## config.mk

```make
export PLATFORM = sky130hd
export DESIGN_NAME = dm_bus_bridge_flat
export DESIGN_NICKNAME = d
export VERILOG_FILES = /design/src/rtl/dm_bus_bridge_pkg.sv /design/src/rtl/dm_bus_bridge_if.sv /design/src/rtl/dm_bus_bridge_lane_align.sv /design/src/rtl/dm_bus_bridge.sv /design/src/flat_wrapper.sv
export SDC_FILE = /design/constraint.sdc
export NUM_CORES = 1
export LEC_CHECK = 0
export ABC_AREA = 1
export CORE_MARGIN = 2
export CORE_UTILIZATION = 44
export DETAILED_ROUTE_END_ITERATION = 8
export PLACE_DENSITY = 0.79
export RECOVER_POWER = 25
export SLEW_MARGIN = 20
export SYNTH_ARGS = -nofsm -noshare
export SYNTH_HDL_FRONTEND = slang
export SYNTH_SLANG_ARGS = --single-unit
export TNS_END_PERCENT = 30
```

## constraint.sdc

```tcl
create_clock -name clk -period 3.1 [get_ports clk]
set_input_delay 0.775 -clock clk [delete_from_list [all_inputs] [get_ports clk]]
set_output_delay 0.775 -clock clk [all_outputs]
set_load 0.03 [all_outputs]
```

## src/rtl/dm_bus_bridge_pkg.sv

```systemverilog
// Shared encodings for the data-memory bus bridge: FSM states, store-size and load-type codes.
// Pure declarations, no logic and no latency.
// No flow control here; the codes are shared with the multicycle controller so both agree on values.
package dm_bus_bridge_pkg;

    // Bridge FSM states
    typedef enum logic [1:0] {
        ST_IDLE = 2'd0,
        ST_REQ  = 2'd1,
        ST_DONE = 2'd2
    } state_e;

    // Store size codes (cpu_wrbits); 2'b11 is reserved and behaves as a word store
    localparam logic [1:0] WR_SW  = 2'b00;
    localparam logic [1:0] WR_SH  = 2'b01;
    localparam logic [1:0] WR_SB  = 2'b10;
    localparam logic [1:0] WR_RSV = 2'b11;

    // Load type codes (cpu_rbits); any other code behaves as a word load
    localparam logic [2:0] RD_LW  = 3'b000;
    localparam logic [2:0] RD_LH  = 3'b001;
    localparam logic [2:0] RD_LHU = 3'b010;
    localparam logic [2:0] RD_LB  = 3'b011;
    localparam logic [2:0] RD_LBU = 3'b100;

    // Timeout counter width: just wide enough for the limit, clamped to 8..16 bits
    function automatic int tmo_width(input int cycles);
        int w;
        w = $clog2(cycles + 1);
        if (w < 8) begin
            w = 8;
        end
        if (w > 16) begin
            w = 16;
        end
        return w;
    endfunction

endpackage

```

## src/rtl/dm_bus_bridge_if.sv

```systemverilog
// CPU-side data-memory port plus the external req/ack word bus, bundled for the bridge.
// Wires only, no latency.
// master = bridge view (drives bus and CPU responses); slave = CPU plus memory view.
interface dm_bus_bridge_if #(
    parameter int ADDR_W = 32
) ();

    // CPU data-memory access point
    logic              cpu_rd;
    logic              cpu_wr;
    logic [1:0]        cpu_wrbits;
    logic [2:0]        cpu_rbits;
    logic [ADDR_W-1:0] cpu_addr;
    logic [31:0]       cpu_wdata;
    logic [31:0]       cpu_rdata;
    logic              cpu_stall;
    logic              cpu_err;

    // External wait-stated word bus
    logic              bus_req;
    logic              bus_we;
    logic [ADDR_W-1:0] bus_addr;
    logic [3:0]        bus_be;
    logic [31:0]       bus_wdata;
    logic              bus_ack;
    logic [31:0]       bus_rdata;

    modport master (
        input  cpu_rd, cpu_wr, cpu_wrbits, cpu_rbits, cpu_addr, cpu_wdata,
        output cpu_rdata, cpu_stall, cpu_err,
        output bus_req, bus_we, bus_addr, bus_be, bus_wdata,
        input  bus_ack, bus_rdata
    );

    modport slave (
        output cpu_rd, cpu_wr, cpu_wrbits, cpu_rbits, cpu_addr, cpu_wdata,
        input  cpu_rdata, cpu_stall, cpu_err,
        input  bus_req, bus_we, bus_addr, bus_be, bus_wdata,
        output bus_ack, bus_rdata
    );

endinterface

```

## src/rtl/dm_bus_bridge_lane_align.sv

```systemverilog
// Byte-lane steering: byte enables, write-lane replication, misalignment check, load extract/extend.
// Purely combinational, zero latency.
// No flow control; request-side and response-side operands are independent inputs.
module dm_lane_align
    import dm_bus_bridge_pkg::*;
(
    // Request side (live CPU request)
    input  logic [1:0]  req_addr_lo_i,
    input  logic        req_we_i,
    input  logic [1:0]  req_wrbits_i,
    input  logic [2:0]  req_rbits_i,
    input  logic [31:0] req_wdata_i,
    output logic [3:0]  req_be_o,
    output logic [31:0] req_wdata_o,
    output logic        req_misalign_o,
    // Response side (captured request + bus read word)
    input  logic [1:0]  rsp_addr_lo_i,
    input  logic [2:0]  rsp_rbits_i,
    input  logic [31:0] rsp_rdata_i,
    output logic [31:0] rsp_rdata_o
);

    logic [7:0]  byte_sel;
    logic [15:0] half_sel;

    // Byte enables, replicated store data and alignment check for the incoming request
    always_comb begin
        req_be_o       = 4'b1111;
        req_wdata_o    = req_wdata_i;
        req_misalign_o = 1'b0;
        if (req_we_i) begin
            case (req_wrbits_i)
                WR_SH: begin
                    req_be_o       = req_addr_lo_i[1] ? 4'b1100 : 4'b0011;
                    req_wdata_o    = {2{req_wdata_i[15:0]}};
                    req_misalign_o = req_addr_lo_i[0];
                end
                WR_SB: begin
                    req_be_o    = 4'b0001 << req_addr_lo_i;
                    req_wdata_o = {4{req_wdata_i[7:0]}};
                end
                default: begin
                    // sw and the reserved code both move a full word
                    req_misalign_o = (req_addr_lo_i != 2'b00);
                end
            endcase
        end else begin
            case (req_rbits_i)
                RD_LH, RD_LHU: req_misalign_o = req_addr_lo_i[0];
                RD_LB, RD_LBU: req_misalign_o = 1'b0;
                default:       req_misalign_o = (req_addr_lo_i != 2'b00);
            endcase
        end
    end

    // Pick the addressed lane out of the read word and extend it to 32 bits
    always_comb begin
        case (rsp_addr_lo_i)
            2'd0:    byte_sel = rsp_rdata_i[7:0];
            2'd1:    byte_sel = rsp_rdata_i[15:8];
            2'd2:    byte_sel = rsp_rdata_i[23:16];
            default: byte_sel = rsp_rdata_i[31:24];
        endcase
        half_sel = rsp_addr_lo_i[1] ? rsp_rdata_i[31:16] : rsp_rdata_i[15:0];
        case (rsp_rbits_i)
            RD_LH:   rsp_rdata_o = {{16{half_sel[15]}}, half_sel};
            RD_LHU:  rsp_rdata_o = {16'h0000, half_sel};
            RD_LB:   rsp_rdata_o = {{24{byte_sel[7]}}, byte_sel};
            RD_LBU:  rsp_rdata_o = {24'h000000, byte_sel};
            default: rsp_rdata_o = rsp_rdata_i;
        endcase
    end

endmodule

```

## src/rtl/dm_bus_bridge.sv

```systemverilog
// Bridges CPU byte/half/word loads and stores onto a req/ack word bus; optional macro DM_BUS_TIMEOUT_EN.
// Latency: request seen in IDLE -> bus_req next cycle -> DONE the cycle after ack (min 2 cycles).
// Backpressure: cpu_stall holds the CPU while a request waits for bus_ack; DONE always drops to IDLE.
module dm_bus_bridge
    import dm_bus_bridge_pkg::*;
#(
    parameter int ADDR_W         = 32,
    parameter int TIMEOUT_CYCLES = 255
) (
    input  logic            clk,
    input  logic            rst,
    dm_bus_bridge_if.master bif
);

    state_e            state_q;
    logic              bus_req_q;
    logic              bus_we_q;
    logic [ADDR_W-1:0] bus_addr_q;
    logic [3:0]        bus_be_q;
    logic [31:0]       bus_wdata_q;
    logic [31:0]       cpu_rdata_q;
    logic              cpu_err_q;
    logic [1:0]        addr_lo_q;
    logic [2:0]        rbits_q;
    logic              conflict_q;

    logic              cpu_req_d;
    logic [ADDR_W-1:0] word_addr_d;
    logic [3:0]        be_d;
    logic [31:0]       wdata_d;
    logic              misalign_d;
    logic [31:0]       rdata_ext_d;
    logic              cpu_stall_d;

`ifdef DM_BUS_TIMEOUT_EN
    localparam int               TMO_W    = tmo_width(TIMEOUT_CYCLES);
    localparam logic [TMO_W-1:0] TMO_LAST = TMO_W'(TIMEOUT_CYCLES - 1);
    logic [TMO_W-1:0]            tmo_cnt_q;
`endif

    assign cpu_req_d   = bif.cpu_rd | bif.cpu_wr;
    assign word_addr_d = {bif.cpu_addr[ADDR_W-1:2], 2'b00};

    // A simultaneous rd+wr is steered as a store (cpu_wr alone selects the store path)
    dm_lane_align u_lane_align (
        .req_addr_lo_i  (bif.cpu_addr[1:0]),
        .req_we_i       (bif.cpu_wr),
        .req_wrbits_i   (bif.cpu_wrbits),
        .req_rbits_i    (bif.cpu_rbits),
        .req_wdata_i    (bif.cpu_wdata),
        .req_be_o       (be_d),
        .req_wdata_o    (wdata_d),
        .req_misalign_o (misalign_d),
        .rsp_addr_lo_i  (addr_lo_q),
        .rsp_rbits_i    (rbits_q),
        .rsp_rdata_i    (bif.bus_rdata),
        .rsp_rdata_o    (rdata_ext_d)
    );

    // Stall follows the raw request in IDLE so the CPU freezes in the same cycle it asks
    always_comb begin
        cpu_stall_d = 1'b0;
        case (state_q)
            ST_IDLE: cpu_stall_d = cpu_req_d;
            ST_REQ:  cpu_stall_d = 1'b1;
            default: cpu_stall_d = 1'b0;
        endcase
    end

    // Bridge FSM with registered bus and CPU response outputs
    always_ff @(posedge clk or negedge rst) begin
        if (!rst) begin
            state_q     <= ST_IDLE;
            bus_req_q   <= 1'b0;
            bus_we_q    <= 1'b0;
            bus_addr_q  <= '0;
            bus_be_q    <= 4'b0000;
            bus_wdata_q <= 32'h0;
            cpu_rdata_q <= 32'h0;
            cpu_err_q   <= 1'b0;
            addr_lo_q   <= 2'b00;
            rbits_q     <= RD_LW;
            conflict_q  <= 1'b0;
`ifdef DM_BUS_TIMEOUT_EN
            tmo_cnt_q   <= '0;
`endif
        end else begin
            cpu_err_q <= 1'b0;
            case (state_q)
                ST_IDLE: begin
                    if (cpu_req_d) begin
                        addr_lo_q  <= bif.cpu_addr[1:0];
                        rbits_q    <= bif.cpu_rbits;
                        conflict_q <= bif.cpu_rd & bif.cpu_wr;
                        if (misalign_d) begin
                            // No bus traffic: report the error straight away
                            state_q     <= ST_DONE;
                            cpu_err_q   <= 1'b1;
                            cpu_rdata_q <= 32'h0;
                        end else begin
                            state_q     <= ST_REQ;
                            bus_req_q   <= 1'b1;
                            bus_we_q    <= bif.cpu_wr;
                            bus_addr_q  <= word_addr_d;
                            bus_be_q    <= be_d;
                            bus_wdata_q <= bif.cpu_wr ? wdata_d : 32'h0;
`ifdef DM_BUS_TIMEOUT_EN
                            tmo_cnt_q   <= '0;
`endif
                        end
                    end
                end
                ST_REQ: begin
                    if (bif.bus_ack) begin
                        bus_req_q <= 1'b0;
                        state_q   <= ST_DONE;
                        cpu_err_q <= conflict_q;
                        if (!bus_we_q) begin
                            cpu_rdata_q <= rdata_ext_d;
                        end
                    end
`ifdef DM_BUS_TIMEOUT_EN
                    // Ack in the final allowed cycle wins over the timeout
                    else if (tmo_cnt_q == TMO_LAST) begin
                        bus_req_q   <= 1'b0;
                        state_q     <= ST_DONE;
                        cpu_err_q   <= 1'b1;
                        cpu_rdata_q <= 32'h0;
                    end else begin
                        tmo_cnt_q <= tmo_cnt_q + 1'b1;
                    end
`endif
                end
                ST_DONE: begin
                    // One-cycle completion window; a held request restarts from IDLE
                    state_q <= ST_IDLE;
                end
                default: begin
                    state_q <= ST_IDLE;
                end
            endcase
        end
    end

    assign bif.bus_req   = bus_req_q;
    assign bif.bus_we    = bus_we_q;
    assign bif.bus_addr  = bus_addr_q;
    assign bif.bus_be    = bus_be_q;
    assign bif.bus_wdata = bus_wdata_q;
    assign bif.cpu_rdata = cpu_rdata_q;
    assign bif.cpu_err   = cpu_err_q;
    assign bif.cpu_stall = cpu_stall_d;

endmodule

```

## src/flat_wrapper.sv

```systemverilog
// flat-port wrapper written by rule: the top's interface ports become plain ports
module dm_bus_bridge_flat import dm_bus_bridge_pkg::*;
#(
    parameter int ADDR_W         = 32,
    parameter int TIMEOUT_CYCLES = 255
)
  (clk, rst, bif_cpu_rd, bif_cpu_wr, bif_cpu_wrbits, bif_cpu_rbits, bif_cpu_addr, bif_cpu_wdata, bif_cpu_rdata, bif_cpu_stall, bif_cpu_err, bif_bus_req, bif_bus_we, bif_bus_addr, bif_bus_be, bif_bus_wdata, bif_bus_ack, bif_bus_rdata);
  dm_bus_bridge_if #(.ADDR_W(ADDR_W)) bif_i ();
  input  logic clk;
  input  logic rst;
  input wire logic [$bits(bif_i.cpu_rd)-1:0] bif_cpu_rd;
  input wire logic [$bits(bif_i.cpu_wr)-1:0] bif_cpu_wr;
  input wire logic [$bits(bif_i.cpu_wrbits)-1:0] bif_cpu_wrbits;
  input wire logic [$bits(bif_i.cpu_rbits)-1:0] bif_cpu_rbits;
  input wire logic [$bits(bif_i.cpu_addr)-1:0] bif_cpu_addr;
  input wire logic [$bits(bif_i.cpu_wdata)-1:0] bif_cpu_wdata;
  output wire logic [$bits(bif_i.cpu_rdata)-1:0] bif_cpu_rdata;
  output wire logic [$bits(bif_i.cpu_stall)-1:0] bif_cpu_stall;
  output wire logic [$bits(bif_i.cpu_err)-1:0] bif_cpu_err;
  output wire logic [$bits(bif_i.bus_req)-1:0] bif_bus_req;
  output wire logic [$bits(bif_i.bus_we)-1:0] bif_bus_we;
  output wire logic [$bits(bif_i.bus_addr)-1:0] bif_bus_addr;
  output wire logic [$bits(bif_i.bus_be)-1:0] bif_bus_be;
  output wire logic [$bits(bif_i.bus_wdata)-1:0] bif_bus_wdata;
  input wire logic [$bits(bif_i.bus_ack)-1:0] bif_bus_ack;
  input wire logic [$bits(bif_i.bus_rdata)-1:0] bif_bus_rdata;
  assign bif_i.cpu_rd = bif_cpu_rd;
  assign bif_i.cpu_wr = bif_cpu_wr;
  assign bif_i.cpu_wrbits = bif_cpu_wrbits;
  assign bif_i.cpu_rbits = bif_cpu_rbits;
  assign bif_i.cpu_addr = bif_cpu_addr;
  assign bif_i.cpu_wdata = bif_cpu_wdata;
  assign bif_cpu_rdata = bif_i.cpu_rdata;
  assign bif_cpu_stall = bif_i.cpu_stall;
  assign bif_cpu_err = bif_i.cpu_err;
  assign bif_bus_req = bif_i.bus_req;
  assign bif_bus_we = bif_i.bus_we;
  assign bif_bus_addr = bif_i.bus_addr;
  assign bif_bus_be = bif_i.bus_be;
  assign bif_bus_wdata = bif_i.bus_wdata;
  assign bif_i.bus_ack = bif_bus_ack;
  assign bif_i.bus_rdata = bif_bus_rdata;
  dm_bus_bridge #(.ADDR_W(ADDR_W), .TIMEOUT_CYCLES(TIMEOUT_CYCLES)) u_core (.clk(clk), .rst(rst), .bif(bif_i));
endmodule
```

* Word level (Yosys, flattened, before mapping)
Index checks and enable logic that the tools add are counted.
** Word-level totals
- Register bits :: 109
- Output and inout bits :: 104
** Operators by class
- Eq/ne operators :: 18
- Shift operators :: 1
- Muxes and demuxes :: 29
- Bitwise operators :: 3
- Reduce and logical (&&, ||, !) cells :: 11
** Operators by type and width (count)
- $mux W32 :: 5
- $pmux W32 S2 :: 2
- $pmux W32 S4 :: 1
- $pmux W8 S3 :: 1
- $mux W16 :: 1
- $eq A3 B2 Y1 const B :: 4
- $pmux W1 S2 :: 5
- $mux W4 :: 2
- $pmux W4 S2 :: 1
- $mux W1 :: 7
- $eq A2 B1 Y1 const B :: 3
- $eq A3 B1 Y1 const B :: 2
- $eq A3 B3 Y1 const B :: 2
- $mux W2 :: 3
- $ne A2 B2 Y1 const B :: 3
- $reduce_and A5 Y1 :: 1
- $eq A2 B2 Y1 const B :: 2
- $logic_not A2 Y1 :: 2
- $ne A2 B1 Y1 const B :: 2
- $pmux W2 S2 :: 1
- $reduce_and A2 Y1 :: 2
- $reduce_and A4 Y1 :: 1
- $reduce_bool A2 Y1 :: 2
- $reduce_or A2 Y1 :: 2
- other kinds (5) :: 5

* Logic depth before layout (Yosys ltp)
Gate-level depths: netlist of run 1.
- Depth in word-level cells :: 7
- Mapped depth :: 11
- Depth with buffers taken out :: 10

* By module
Synthesis of run 1 repeated with hierarchy kept, for this count alone.
** Second synthesis, totals
- Cell total of the unflattened synthesis :: 878
- Area, all modules :: 6104.6 µm²
** Modules (own cells, without submodules)
- dm_bus_bridge :: times used 1, cells an instance 546, area an instance 4574.4 µm²
- dm_lane_align :: times used 1, cells an instance 332, area an instance 1530.2 µm²

* Worst setup path before layout of run 1
Ideal clock, no wire load.
- Path kind :: input port to flip-flop
- Start point :: input port bif_cpu_wrbits[0]
- End point :: register u_core.bus_wdata_q[16] (netlist: u_core.bif.bus_wdata[16])
- Library setup time :: 0.065 ns
- Arrival time :: 1.922 ns
- Required time :: 3.035 ns
- Setup slack :: 1.112 ns
- Stages on the path :: 10
- Path through :: inv_1 > ha_1 > nand2_1 > nand3_1 > nand2_2 > nand3_2 > inv_2 > buf_4 > nand2_1 > nand2_1
** Between the ends
- Longest elaborated chain between the ends :: 5
- Elaborated cells on any way between the ends :: 8
** RTL lines
- from (decl) :: RTL line flat_wrapper.sv:13 : input wire logic [$bits(bif_i.cpu_wrbits)-1:0] bif_cpu_wrbits;
- $eq A2 B2 Y1 or $eq A2 B1 Y1 (tied branches) :: RTL line dm_bus_bridge_lane_align.sv:32 : case (req_wrbits_i)
- $pmux W1 S2 :: RTL line dm_bus_bridge_lane_align.sv:32
- $mux W1 :: RTL line dm_bus_bridge_lane_align.sv:31 : if (req_we_i) begin
- $not A1 Y1 (no source line)
- $reduce_and A3 Y1 (no source line)
- to (signal assigned) :: RTL line dm_bus_bridge.sv:106 : bus_wdata_q <= bif.cpu_wr ? wdata_d : 32'h0;
- to (decl) :: RTL line dm_bus_bridge.sv:20 : logic [31:0] bus_wdata_q;
Several ways; a longest one is shown, not always the timed one.
A chain may end at the register's enable or synchronous reset.

* Final worst setup path of run 1
- Start point :: input port bif_cpu_wr
- End point :: output port bif_cpu_stall
** Between the ends
- Longest elaborated chain between the ends :: 2
** RTL lines
- from (decl) :: RTL line flat_wrapper.sv:12 : input wire logic [$bits(bif_i.cpu_wr)-1:0] bif_cpu_wr;
- $or A1 B1 Y1 :: RTL line dm_bus_bridge.sv:41 : assign cpu_req_d = bif.cpu_rd | bif.cpu_wr;
- $pmux W1 S2 :: RTL line dm_bus_bridge.sv:63 : case (state_q)
- to (decl) :: RTL line flat_wrapper.sv:18 : output wire logic [$bits(bif_i.cpu_stall)-1:0] bif_cpu_stall;
Every way passes these cells.

==> results.txt, run 1 <==
Ports: 210
CP Data Required Time: 2.32 ns
Mean post-synth cell area: 7.28 um^2
Unrepaired setup endpoints after global routing: false
Placer Congestion: 0.901
GRT Total Usage: 26.1%
Power, Total: 8640 uW
Place WS: 0.241 ns
Hold crit path type: reg -> reg
Row cnt: 41
Crit-path max cell delay: 0.50 ns
Post-route ant nets: 0
Peak supply drop: 0.698 mV
FF-to-FF path depth: 6
Worst hold stages: 2
Layout area overhead: 44.0%
I/O Buffers: 207
Top post-synthesis cells by count: nand2_1, dfrtp_1, o21ai_0, nand3_1, inv_1
Clock Latency Late Sink: 0.36 ns
Vias per inst: 5.11
Sink Count: 109
Cell Area, Synth: 5690 um^2
Slowest CP cell: clkdlybuf4s50_1
Status: finished, final reports clean
Worst Setup Start Kind: primary input
Crit path arrival time: 1.93 ns
Post-cts sizing count: 0
Yosys top cell area share: 48.0%
Setup Viol. Count Final: 0
CTS Buf Count: 9
Number of global-route vias before repair: 5632
Clock skew: 0.00418 ns
CP bufs+invs: 2
Initial Utilization: 45.1%
Hold Startpoint: u_core.bif.bus_addr[4]
#FFs+latches synth: 109
Pleak: 0.00401 uW
Register area: 2730 um^2
Final wirelength: 17.4 mm
Largest net degree at the start of global routing: 66
Worst reg2reg startpoint: u_core.state_q[0]
Antenna violations before repair: 0
Via Count: 5860
GRT overflow: 0
Die area: 13900 um^2
Largest cells by area after synthesis: dfrtp_1, nand2_1, o21ai_0
Critical path class: in -> out
Multi-input logic area: 2550 um^2
Final Hold Vio Count: 0
Post-CTS setup buffer count: 0
Clk root buf: clkbuf_16
Fin crit share: 87.3%
Rel. slew slack: 24.8%
Final Max Tran Viols: 0
Layout cells sized above 1: 5.64%
Max cap viols: 0
First-pass GRT wire length: 29.0 mm
Least-Margin Pin Slew: 1.13 ns
Post-DP HPWL: 12.5 mm
Post-synth top flop: dfrtp_1
Warnings from Yosys: 0
Core ar.: 12600 um^2
Worst-path clk slew: 0.07 ns
Drt pass-1 iters: 6
Yosys cell types: 27
Top-count cell post-synth: nand2_1
Hold Path End: u_core.bif.bus_addr[4]
CTS max path bufs: 2
Ant diodes: 0
Power per cell area: 1050 nW/um^2
Layout Nets: 1079
Synth Instances: 781
Setup WS post-layout: 0.394 ns
Family with the most delay on the worst path: buffers and inverters
Reg-to-reg endpoint: u_core.bif.cpu_rdata[9]
Sequential area share after synthesis: 48.0%
Register-to-register setup slack: 1.02 ns
H-Tree Depth: 3
Fin crit period: 2.71 ns
CP Cell Sequence: clkdlybuf4s50_1, o21ai_2, nand2_2, buf_4
TritonCTS clock tree: done
Critical Path Fanout Max: 8
TNS Setup: 0 ns
Die X: 118 um
WL/cell: 15.2 um
DRT iter0 DRCs: 506
Hold buffers post-CTS: 0
CP endpoint kind: output pin
Chip height: 118 um
Async set-reset flop share out of synthesis: 100%
Leading area contributor after synthesis: dfrtp_1
Hold Slack: 0.471 ns
Fmax: 370 MHz
Layout fillers: 1131
Number of synthesized flops with an enable pin: 0
Residual DRC count: 0
-- worst max path at each step --
stage                            startpoint                  endpoint  slack (ns)  cells past startpoint
after floorplan           bif_cpu_wrbits[0]  u_core.bif.bus_wdata[16]        1.11                     10
final                            bif_cpu_wr             bif_cpu_stall        0.39                      4
after CTS                        bif_cpu_wr             bif_cpu_stall        0.40                      4
after global routing             bif_cpu_wr             bif_cpu_stall        0.29                      4
after detailed placement  bif_cpu_wrbits[0]   u_core.bif.cpu_rdata[4]        0.24                     10
after global placement    bif_cpu_wrbits[0]  u_core.bif.cpu_rdata[10]        0.31                     10
-- power breakdown --
part	leakage (uW)	internal (uW)	switching [uW]	total [uW]
Sequential	0.00142	2040	431	2470
Clock	0.000145	647	542	1190
Combinational	0.00244	1800	3180	4980
-- flip-flops by register name, indices dropped and copies added (netlist names), 2 cells and up --
name,cells
u_core.bif.bus_be,4
u_core.bif.bus_wdata,32
u_core.rbits_q,3
u_core.bif.cpu_rdata,32
u_core.addr_lo_q,2
u_core.bif.bus_addr,30
u_core.state_q,2
-- per-stage QoR --
step / utilization (%) / area [um^2] / instances
finish: 64.9 / 8190 / 1147
global route: 64.9 / 8190 / 1147
CTS: 65.0 / 8200 / 1147
detailed placement: 62.6 / 7910 / 1132
global placement: 62.6 / 7910 / 1132
floorplan: - / 5690 / 782
-- final cells by class --
cell class | instances | area share, %
Clock inverter | 5 | 0.733
Sequential cell | 109 | 33.3
Timing Repair Buffer | 222 | 26.7
Tap cell | 172 | 2.63
Inverter | 55 | 2.52
Multi-Input combinational cell | 574 | 31.2
Clock buffer | 10 | 2.92
-- layer usage --
layer | wire [um] | GRT usage [%] | vias up
met5 | 0 | 0 | -
met1 | 7410 | 34.7 | 2667
li1 | - | - | 2882
met4 | 327 | 7.91 | 0
met2 | 7840 | 40.7 | 287
met3 | 1870 | 8.82 | 24
-- placed cells by master (no fill, tap or decap), drive strengths merged, types with 2 or more instances in the layout --
master	n
ha	2
inv	56
o31ai	3
nand4	24
dfrtp	109
nor2	47
nor3	7
clkinv	2
conb	2
a21oi	38
buf	15
nand2	312
clkdlybuf4s50	205
o21ai	75
nand3	61
clkbuf	12
-- tightest hold or removal path: stages, from the launching register on --
cell     delay [ns]
dfrtp_1        0.35
nand2_1        0.05
nand2_1        0.04
-- kinds of logic after synthesis --
logic type / share of synthesized area (%)
DFF: 48.0
buffers and inverters: 7.26
adders and majority gates: 0.440
other: 0.0659
and+or+nand+nor: 33.3
AOI/OAI and AO/OA: 10.9
No activity file was read; power rests on OpenSTA's default activity.
==> run 2: changes to the inputs <==
clock period = 3.45 ns   (was 3.1 ns; I/O delays follow)
==> run 2 against run 1 <==
  * The flow now finishes with violations (max-capacitance violations, max-slew violations)
  * Wire length rose by 3.1%
  * Worst hold slack got worse by 0.00056 ns
  * Non-clock buffer count decreased by 2
  * Clock power fell by 15%
  * Flip-flop and latch count is the same
  * Worst setup slack worse by 0.028 ns
  * Count of clock-buffer cells in the layout unchanged
  * Via count rose by 1.3%
  * Critical path type unchanged
  * Largest cell class unchanged
==> results.txt, run 2 (synthesized netlist as in run 1, its figures left out) <==
Largest net degree at the start of global routing: 74 (was 66)
Crit path arrival time: 2.22 ns (was 1.93 ns)
CP Data Required Time: 2.59 ns (was 2.32 ns)
Critical Path Fanout Max: 2 (was 8)
Residual DRC count: 0 (unchanged)
Layout area overhead: 43.5% (was 44.0%)
Post-DP HPWL: 12.7 mm (was 12.5 mm)
Commonest non-fill, non-tap cell in the layout: nand2_1 (unchanged)
Fmax: 324 MHz
Layout fillers: 1137 (was 1131)
Final Hold Vio Count: 0 (unchanged)
Initial Utilization: 45.1% (unchanged)
Commonest cells after routing, fill and taps aside: nand2_1, clkdlybuf4s50_1, dfrtp_1 (unchanged)
Post-CTS setup buffer count: 0 (unchanged)
DRT iter0 DRCs: 550 (was 506)
Setup WS post-layout: 0.366 ns (was 0.394 ns)
WL/cell: 15.7 um (was 15.2 um)
CTS max path bufs: 2 (unchanged)
Vias per inst: 5.18 (was 5.11)
CP Cell Sequence: clkdlybuf4s50_1, o21ai_2, nand2_2, clkdlybuf4s50_1 (was clkdlybuf4s50_1, o21ai_2, nand2_2, buf_4)
Status: finished with violations (was finished, final reports clean)
Fin crit share: 89.4%
Drt pass-1 iters: 5 (was 6)
Register area: 2730 um^2 (unchanged)
Pleak: 0.00399 uW (was 0.00401 uW)
Register-to-register setup slack: 1.09 ns (was 1.02 ns)
Hold crit path type: reg -> reg (unchanged)
GRT Total Usage: 26.2% (was 26.1%)
CP endpoint kind: output pin (unchanged)
TritonCTS clock tree: done (unchanged)
Family with the most delay on the worst path: buffers and inverters (unchanged)
Clock Latency Late Sink: 0.36 ns (about the same)
I/O Buffers: 207 (unchanged)
Sink Count: 109 (unchanged)
Reg-to-reg endpoint: u_core.bif.cpu_rdata[26] (was u_core.bif.cpu_rdata[9])
Peak supply drop: 0.528 mV (was 0.698 mV)
Least-Margin Pin Slew: 2.36 ns (was 1.13 ns)
Multi-input logic area: 2550 um^2 (unchanged)
Layout cells sized above 1: 5.24% (was 5.64%)
Final wirelength: 18.0 mm (was 17.4 mm)
Ports: 210 (unchanged)
Number of global-route vias before repair: 5694 (was 5632)
Die X: 118 um (unchanged)
Fin crit period: 3.08 ns
CTS Buf Count: 9 (unchanged)
Critical path class: in -> out (unchanged)
Layout Nets: 1077 (was 1079)
TNS Setup: 0 ns (unchanged)
Antenna violations before repair: 0 (unchanged)
Place WS: 0.324 ns (was 0.241 ns)
Crit-path max cell delay: 0.69 ns (was 0.50 ns)
Final Max Tran Viols: 42 (was 0)
Post-route ant nets: 0 (unchanged)
Rel. slew slack: -57.2% (was 24.8%)
Ant diodes: 0 (unchanged)
GRT overflow: 0 (unchanged)
Hold buffers post-CTS: 0 (unchanged)
Most frequent CP cell: clkdlybuf4s50_1
Post-cts sizing count: 0 (unchanged)
CP bufs+invs: 2 (unchanged)
Hold Slack: 0.470 ns (was 0.471 ns)
FF-to-FF path depth: 9 (was 6)
Placer Congestion: 0.918 (was 0.901)
Worst-path clk slew: 0.07 ns (about the same)
Slowest CP cell: clkdlybuf4s50_1 (unchanged)
Failing checks: max-capacitance violations, max-slew violations
Via Count: 5936 (was 5860)
Power per cell area: 949 nW/um^2 (was 1050 nW/um^2)
WP depth: 4 (unchanged)
Row cnt: 41 (unchanged)
H-Tree Depth: 3 (unchanged)
Setup crit start: bif_cpu_wr (unchanged)
Max cap viols: 1 (was 0)
Clock skew: 0.00868 ns (was 0.00418 ns)
Critical Path End: bif_cpu_stall (unchanged)
Worst reg2reg startpoint: u_core.rbits_q[2] (was u_core.state_q[0])
Core ar.: 12600 um^2 (unchanged)
First-pass GRT wire length: 29.3 mm (was 29.0 mm)
Setup Viol. Count Final: 0 (unchanged)
Die area: 13900 um^2 (unchanged)
Unrepaired setup endpoints after global routing: false (unchanged)
Worst Setup Start Kind: primary input (unchanged)
Final core occ: 64.7% (was 64.9%)
Chip height: 118 um (unchanged)
Clk root buf: clkbuf_16 (unchanged)
## run 2: how the worst min path moves through the flow
stage                                        from                       to  slack [ns]  depth (start not counted)
after global routing      u_core.bif.bus_addr[15]  u_core.bif.bus_addr[15]        0.50                          2
after CTS                 u_core.bif.bus_addr[25]  u_core.bif.bus_addr[25]        0.48                          2
after global placement     u_core.bif.bus_addr[3]   u_core.bif.bus_addr[3]        0.45                          2
after detailed placement  u_core.bif.bus_addr[25]  u_core.bif.bus_addr[25]        0.46                          2
after floorplan                 u_core.conflict_q        u_core.conflict_q        0.44                          2
final                     u_core.bif.bus_addr[19]  u_core.bif.bus_addr[19]        0.47                          2
## run 2: metal layers
metal	GRT usage (%)	vias up	wire (um)
met5	0	-	0
met4	8.36	0	362
met3	8.38	27	1960
met2	39.8	297	8060
met1	35.7	2729	7600
li1	-	2883	-
## run 2: worst min-delay path: stages (launching register included)
cell and delay, ns:
dfrtp_1 0.35, nand2_1 0.05, nand2_1 0.04
## run 2: power by group
| group | switching, uW | internal (uW) | leakage [uW] |
|---|---|---|---|
| Combinational | 2890 | 1620 | 0.00244 |
| Clock | 507 | 499 | 0.000138 |
| Sequential | 395 | 1830 | 0.00142 |
## run 2: cell type report
type | instances | area share (%)
flip-flops and latches | 109 | 33.4
multi-input cells | 574 | 31.3
clock buffers | 10 | 2.81
well taps | 172 | 2.64
inverters | 55 | 2.53
repair buffers | 220 | 26.8
clock inverters | 6 | 0.552
## run 2: metrics by stage
stage	cell area, um^2	power (uW)	instances
final	8160	7750	1146
after global routing	8160	8250	1146
after CTS	8170	7750	1146
after detailed placement	7890	6720	1130
after global placement	7890	6670	1130
after floorplan	5690	4990	782
==> run 3: changes to the inputs <==
PLACE_DENSITY = 0.88   (was 0.79)
SETUP_SLACK_MARGIN = 0.05   (was default)
==> run 3 against run 2 <==
  * The run now ends clean
  * Clock skew barely moved
  * Register-to-register slack improved by 0.06 ns
  * Utilization rose by 0.089 points
  * Sequential power barely moved
  * Global-route usage fell by 0.71 points
  * Combinational power barely moved
  * Power rose by 0.78%
  * Clock power rose by 6%
  * Wire length fell by 1.1%
  * Die area did not move
  * Worst hold slack improved by 0.0014 ns
  * Critical endpoint unchanged
  * Largest cell class unchanged
  * Largest power group unchanged
  * Highest routed layer unchanged
==> results.txt, run 3 (synthesized netlist as in run 1, its figures left out) <==
Final wirelength: 17.8 mm (was 18.0 mm)
Layout cells sized above 1: 5.34% (was 5.24%)
Crit-path max cell delay: 0.76 ns (was 0.69 ns)
Layout Nets: 1077 (unchanged)
Final core occ: 64.8% (was 64.7%)
Post-route ant nets: 0 (unchanged)
Post-cts sizing count: 0 (unchanged)
Commonest cells after routing, fill and taps aside: nand2_1, clkdlybuf4s50_1, dfrtp_1 (unchanged)
Clk root buf: clkbuf_16 (unchanged)
I/O Buffers: 207 (unchanged)
Final Hold Vio Count: 0 (unchanged)
Hold crit path type: reg -> reg (unchanged)
Commonest non-fill, non-tap cell in the layout: nand2_1 (unchanged)
Core ar.: 12600 um^2 (unchanged)
DRT iter0 DRCs: 615 (was 550)
Peak supply drop: 0.598 mV (was 0.528 mV)
First-pass GRT wire length: 28.6 mm (was 29.3 mm)
Row cnt: 41 (unchanged)
CP Data Required Time: 2.59 ns (about the same)
Fmax: 304 MHz (was 324 MHz)
Slowest CP cell: clkdlybuf4s50_1 (unchanged)
Status: finished, final reports clean (was finished with violations)
H-Tree Depth: 3 (unchanged)
TNS Setup: 0 ns (unchanged)
Rel. slew slack: 9.72% (was -57.2%)
Post-DP HPWL: 12.6 mm (was 12.7 mm)
Clock Latency Late Sink: 0.36 ns (about the same)
Hold buffers post-CTS: 0 (unchanged)
Post-Place Cells: 1130 (unchanged)
Residual DRC count: 0 (unchanged)
Place WS: 0.201 ns (was 0.324 ns)
Die area: 13900 um^2 (unchanged)
CP Cell Sequence: clkdlybuf4s50_1, o21ai_2, nand2_2, clkdlybuf4s50_1 (unchanged)
Vias per inst: 5.30 (was 5.18)
Unrepaired setup endpoints after global routing: false (unchanged)
Largest net degree at the start of global routing: 58 (was 74)
Crit path arrival time: 2.42 ns (was 2.22 ns)
Critical path class: in -> out (unchanged)
Layout area overhead: 43.7% (was 43.5%)
Drt pass-1 iters: 6 (was 5)
Least-Margin Pin Slew: 1.35 ns (was 2.36 ns)
CTS max path bufs: 2 (unchanged)
Setup WS post-layout: 0.165 ns (was 0.366 ns)
Die X: 118 um (unchanged)
Fin crit period: 3.28 ns (was 3.08 ns)
Chip height: 118 um (unchanged)
CTS Buf Count: 9 (unchanged)
Power per cell area: 955 nW/um^2 (was 949 nW/um^2)
Setup Viol. Count Final: 0 (unchanged)
Via Count: 6075 (was 5936)
Clock skew: 0.00862 ns (was 0.00868 ns)
CP endpoint kind: output pin (unchanged)
GRT Total Usage: 25.5% (was 26.2%)
Max cap viols: 0 (was 1)
Ant diodes: 0 (unchanged)
Worst-path clk slew: 0.07 ns (about the same)
Pleak: 0.00399 uW (about the same)
GRT overflow: 0 (unchanged)
Placer Congestion: 0.914 (was 0.918)
Critical Path Fanout Max: 5 (was 2)
Number of global-route vias before repair: 5703 (was 5694)
Layout Cells excl Fill: 1146 (unchanged)
Most frequent CP cell: clkdlybuf4s50_1 (unchanged)
Initial Utilization: 45.1% (unchanged)
Sink Count: 109 (unchanged)
Fin crit share: 95.2% (was 89.4%)
Ports: 210 (unchanged)
Worst Setup Start Kind: primary input (unchanged)
Antenna violations before repair: 0 (unchanged)
TritonCTS clock tree: done (unchanged)
WL/cell: 15.5 um (was 15.7 um)
Final Max Tran Viols: 0 (was 42)
Post-CTS setup buffer count: 0 (unchanged)
[run 3: cell count changes in the layout (fill, tap and decap cells not counted), sizes merged]
cell | before | now
clkinvlp | 0 | 2
inv | 59 | 57
buf | 13 | 12
bufinv | 0 | 1
clkbuf | 11 | 12
clkinv | 2 | 1
[run 3: where the power goes]
part	internal [uW]	switching (uW)	total, uW
registers	1830	384	2210
clock network	571	504	1070
logic	1630	2890	4520
total	4030	3780	7810
[run 3: worst paths after layout]
kind | start | slack, ns | end | depth (start not counted)
max | bif_cpu_wr | 0.17 | bif_cpu_stall | 4
min | u_core.bif.bus_addr[11] | 0.47 | u_core.bif.bus_addr[11] | 2
max reg2reg | u_core.rbits_q[2] | 1.15 | u_core.bif.cpu_rdata[28] | 9
min reg2reg | u_core.bif.bus_addr[11] | 0.47 | u_core.bif.bus_addr[11] | 2
max in group asynchronous | rst | 0.67 | u_core.bif.bus_req | 2
min in group asynchronous | rst | 0.79 | u_core.bif.cpu_rdata[1] | 1
[run 3: metal layers]
metal	track usage [%]	routed length, um	vias up
met4	10.6	538	0
met5	0	0	-
li1	-	-	2874
met1	32.2	6870	2788
met2	40.0	8210	369
met3	8.87	2160	44
[run 3: cell type report]
cell class	count	area, um^2
timing repair buffer	220	2170
multi-input combinational	574	2550
sequential	109	2730
fill	1107	4450
tap	172	215
inverter	55	206
clock inverter	6	70.1
clock buffer	10	229
[run 3: through the flow]
| step | hold WS, ns | total power, uW | instance area, um^2 |
|---|---|---|---|
| 2_1_floorplan | 0.443 | 4990 | 5690 |
| 3_3_place_gp | 0.453 | 6640 | 7890 |
| 3_5_place_dp | 0.457 | 6720 | 7890 |
| 4_1_cts | 0.476 | 7810 | 8190 |
| 5_1_grt | 0.496 | 8280 | 8170 |
| 6_report | 0.472 | 7810 | 8170 |
[run 3: worst max-delay path, delay by kind of cell]
kind / cells / cell delay, ns
buffers and inverters: 2 / 1.36
AOI/OAI and AO/OA: 1 / 0.11
and+or+nand+nor: 1 / 0.09
